===== config.mk =====
export PLATFORM = sky130hd
export DESIGN_NAME = pattern_next
export DESIGN_NICKNAME = d
export VERILOG_FILES = /design/src/rtl/pattern_checker_pkg.sv /design/src/rtl/pattern_next.sv
export SDC_FILE = /design/constraint.sdc
export NUM_CORES = 1
export LEC_CHECK = 0
export BUFFER_PORTS_ARGS = -buffer_cell sky130_fd_sc_hd__buf_2
export CORE_MARGIN = 2
export CORE_UTILIZATION = 30
export DETAILED_ROUTE_END_ITERATION = 6
export GPL_TIMING_DRIVEN = 0
export SLEW_MARGIN = 20
export SYNTH_ARGS = -nofsm -noshare
export SYNTH_HDL_FRONTEND = slang
export SYNTH_SLANG_ARGS = --single-unit

===== constraint.sdc =====
create_clock -name vclk -period 3.56
set_clock_uncertainty 0.05 [all_clocks]
set_input_delay 0.712 -clock vclk [all_inputs]
set_output_delay 0.712 -clock vclk [all_outputs]
set_load 0.005 [all_outputs]

===== src/rtl/pattern_checker_pkg.sv =====
// Shared definitions for the data-pattern checker and any future pattern
// generator. It holds the mode encodings, the default LFSR taps, the
// zero-seed substitute and the first-error capture record.
package pattern_checker_pkg;

   typedef enum logic [1:0] {
      MODE_FIXED = 2'd0,
      MODE_INC   = 2'd1,
      MODE_ROTL  = 2'd2,
      MODE_LFSR  = 2'd3
   } mode_e;

   typedef enum logic {
      ST_IDLE = 1'b0,
      ST_RUN  = 1'b1
   } state_e;

   // Galois taps for the LFSR mode.
   localparam logic [31:0] LFSR_POLY_DEFAULT = 32'h8020_0003;
   // An all-zero LFSR would stay at zero forever, so a zero seed loads this value instead.
   localparam logic [31:0] LFSR_ZERO_SEED    = 32'h0000_0001;

   // Snapshot of the first mismatching word.
   typedef struct packed {
      logic [31:0] index;
      logic [31:0] data;
      logic [31:0] expected;
   } err_rec_t;

endpackage


===== src/rtl/pattern_next.sv =====
// Combinational next-value function of the test pattern. The checker and a
// future generator both use it, so the two always step the pattern the same way.
// Ports:
//   mode    - pattern type (fixed / increment / rotate-left / LFSR)
//   current - current pattern word
//   next    - following pattern word
module pattern_next
   import pattern_checker_pkg::*;
#(
   parameter logic [31:0] LFSR_POLY = LFSR_POLY_DEFAULT
) (
   input  mode_e       mode,
   input  logic [31:0] current,
   output logic [31:0] next
);

   always_comb begin
      next = current;
      case (mode)
         MODE_FIXED: next = current;
         MODE_INC:   next = current + 32'd1;
         MODE_ROTL:  next = {current[30:0], current[31]};
         // Galois step: shift right, fold the taps in when a 1 falls out.
         MODE_LFSR:  next = {1'b0, current[31:1]} ^ (current[0] ? LFSR_POLY : 32'd0);
         default:    next = current;
      endcase
   end

endmodule


==> impl_metrics.ini <==
[cells_and_area]
num_antenna_cells = 0
multi_input_area_mm2 = 0.00148
final_common_cell = buf_2
instances_no_fill = 399
layout_common_cells = 67 x buf_2, 37 x nor2_1, 23 x o21ai_0, 23 x nand2_1, 22 x a21oi_1
final_nets = 366
fillerInstances = 577
regArea_um2 = 0
seq_cell_count = 0
syn_to_final_growth_pct = 29.6
final_util_pct = 40.3
drive_above_1_share_pct = 28.0
clkbuf_count = 0

[detailed_routing]
met3_length_um = 537
vias = 2341
drt_wl_total_mm = 6.48
met2WireLength_mm = 2.97
drtAntennaViolNets = 0
viasPerCell = 5.87
top_layer = met4
wire_per_inst_um = 16.2
drtIter0Drc = 191
dr.pass1.iters = 5
drc = 0
met1Wirelength_mm = 2.92

[floorplanning]
io_pins = 66
rows = 26
die-area_mm2 = 0.00590
die_w_um = 76.8
dieHeight_um = 76.8
start_util_pct = 31.1
core-area_mm2 = 0.00511

[placement]
dp_cells = 394
portBuffers = 61
place_hpwl_mm = 4.78
gp_congestion = 0.909

[clocking]
hold_buffers = 0

[min_path]
hp-class = input pin to output pin

[power_and_ir_drop]
leakagePower_nw = 0.794
peakVddDrop_mv = 0.0437
total_power_mw = 0.241
p_per_area_mw_per_mm2 = 117

[synthesis]
ys_types = 54
synth_cells = 263
syn_area_mm2 = 0.00159
synth.mux.area_fraction_pct = 8.89
synth_compound_area_share_pct = 39.2
synth-simple-area-share_pct = 39.3
synth_area_per_cell_um2 = 6.05
synth-xor-area-share_pct = 2.20
yosysWarningCount = 0
postSynthNetCount = 298
synthAdderAreaFrac_pct = 0.787
synth_top_family_by_area = simple AND/OR/NAND/NOR gates
synth_seq_area_share_pct = 0

[sta]
worst_slew_pin_slew_ps = 662
period_share_pct = 95.2
final-max-slew-violation-count = 0
rsz0062_at_grt = no
setup_violations = 0
whs_ps = 1730
relSlewSlack_pct = 55.9
max_freq_ghz = 0.295
fin_crit_ps = 3390
hold_violations = 0

[grt]
grt_pass1_wl_mm = 10.3
grt_overflow = 0
grt_max_degree = 11
track_usage_pct = 20.4
first_global_vias = 2085
antenna_found_initial = 0

[worst_setup_path]
crit_required_ps = 2800
crit_top_cell = buf_2
end_kind = output pin
worstSetupPathType = input pin to output pin
crit_chain = buf_2 -> buf_4 -> nand4_1 -> or3_1 -> buf_6 -> nor4_4 -> xor2_1 -> mux4_2 -> buf_2
path_max_fanout = 9
arrival_ps = 2630
cp_slowest_cell = mux4_2
cpPeakStageDelay_ps = 450
critPathLaunchType = input pin

[run]
drv_cap = 0

[status]
status = finished, final reports clean
-- per-stage QoR --
step | area, um2 | setup slack, ps | TNS [ps]
after floorplan | 1590 | 446 | 0
after global placement | 1980 | -98.5 | -152
after detailed placement | 1980 | -79.6 | -130
after CTS | 2000 | 34.1 | 0
after global routing | 2060 | 21.2 | 0
final | 2060 | 171 | 0
-- routing by layer --
layer / vias up / track usage [%]
li1: 1144 / -
met2: 120 / 33.4
met1: 1072 / 29.3
met4: 0 / 3.82
met3: 5 / 1.65
met5: - / 0
-- cell usage after synthesis, types with 2 or more instances --
| cell | count | area [um2] |
|---|---|---|
| nor2_1 | 37 | 139 |
| nand2_1 | 23 | 86.3 |
| o21ai_0 | 23 | 115 |
| a21oi_1 | 22 | 110 |
| nand3_1 | 17 | 85.1 |
| clkbuf_1 | 15 | 56.3 |
| inv_1 | 7 | 26.3 |
| nand2b_1 | 7 | 43.8 |
| nor3_1 | 7 | 35.0 |
| a311oi_1 | 6 | 52.6 |
| nand4_1 | 6 | 37.5 |
| o31ai_1 | 6 | 45.0 |
| buf_2 | 5 | 25.0 |
| a211oi_1 | 4 | 30.0 |
| mux2i_1 | 4 | 40.0 |
| mux4_2 | 4 | 90.1 |
| nor2b_1 | 4 | 25.0 |
| o32ai_1 | 4 | 35.0 |
| or3_1 | 4 | 25.0 |
| a21boi_0 | 3 | 22.5 |
| a31oi_1 | 3 | 18.8 |
| a41oi_1 | 3 | 26.3 |
| buf_1 | 3 | 11.3 |
| buf_4 | 3 | 22.5 |
| nor4_1 | 3 | 18.8 |
| o211ai_1 | 3 | 22.5 |
| o22ai_1 | 3 | 18.8 |
| a22oi_1 | 2 | 15.0 |
| a32oi_1 | 2 | 17.5 |
| and2_1 | 2 | 12.5 |
| nor4_2 | 2 | 25.0 |
| o22a_1 | 2 | 17.5 |
| xnor2_1 | 2 | 17.5 |
| xor2_1 | 2 | 17.5 |
-- what timing repair did --
item / CTS / global route
endpoints found under the setup margin: 3 / 9
gates resized for setup: 3 / 4
buffers inserted: 0 / 5
pin swaps: 0 / 2
-- worst paths after layout --
| kind | startpoint | end | slack, ps | depth (start not counted) |
|---|---|---|---|---|
| max | current[0] | next[25] | 170 | 9 |
| min | current[21] | next[21] | 1730 | 3 |
-- cells by family after synthesis --
| logic type | after synthesis |
|---|---|
| adder cells (fa/ha/maj) | 1 |
| buffers and inverters | 34 |
| multiplexers | 9 |
| AND/OR/NAND/NOR | 120 |
| AO/OA/AOI/OAI | 95 |
| XOR/XNOR | 4 |
-- cell type report --
cell class / count / area share, %
plain buffers: 27 / 6.25
repair buffers: 66 / 16.6
multi-input cells: 229 / 71.6
inverters: 7 / 1.28
well taps: 70 / 4.25
-- power by group --
group / switching [mW] / internal (mW)
clock: 0 / 0
sequential: 0 / 0
combinational: 0.141 / 0.100
total: 0.141 / 0.100
-- worst max-delay path: cells and delay by family --
| kind | cells | cell delay (ps) |
|---|---|---|
| XOR/XNOR | 1 | 90 |
| buffers and inverters | 4 | 550 |
| AND/OR/NAND/NOR | 3 | 820 |
| multiplexers | 1 | 450 |
(Power assumes the default switching activity.)
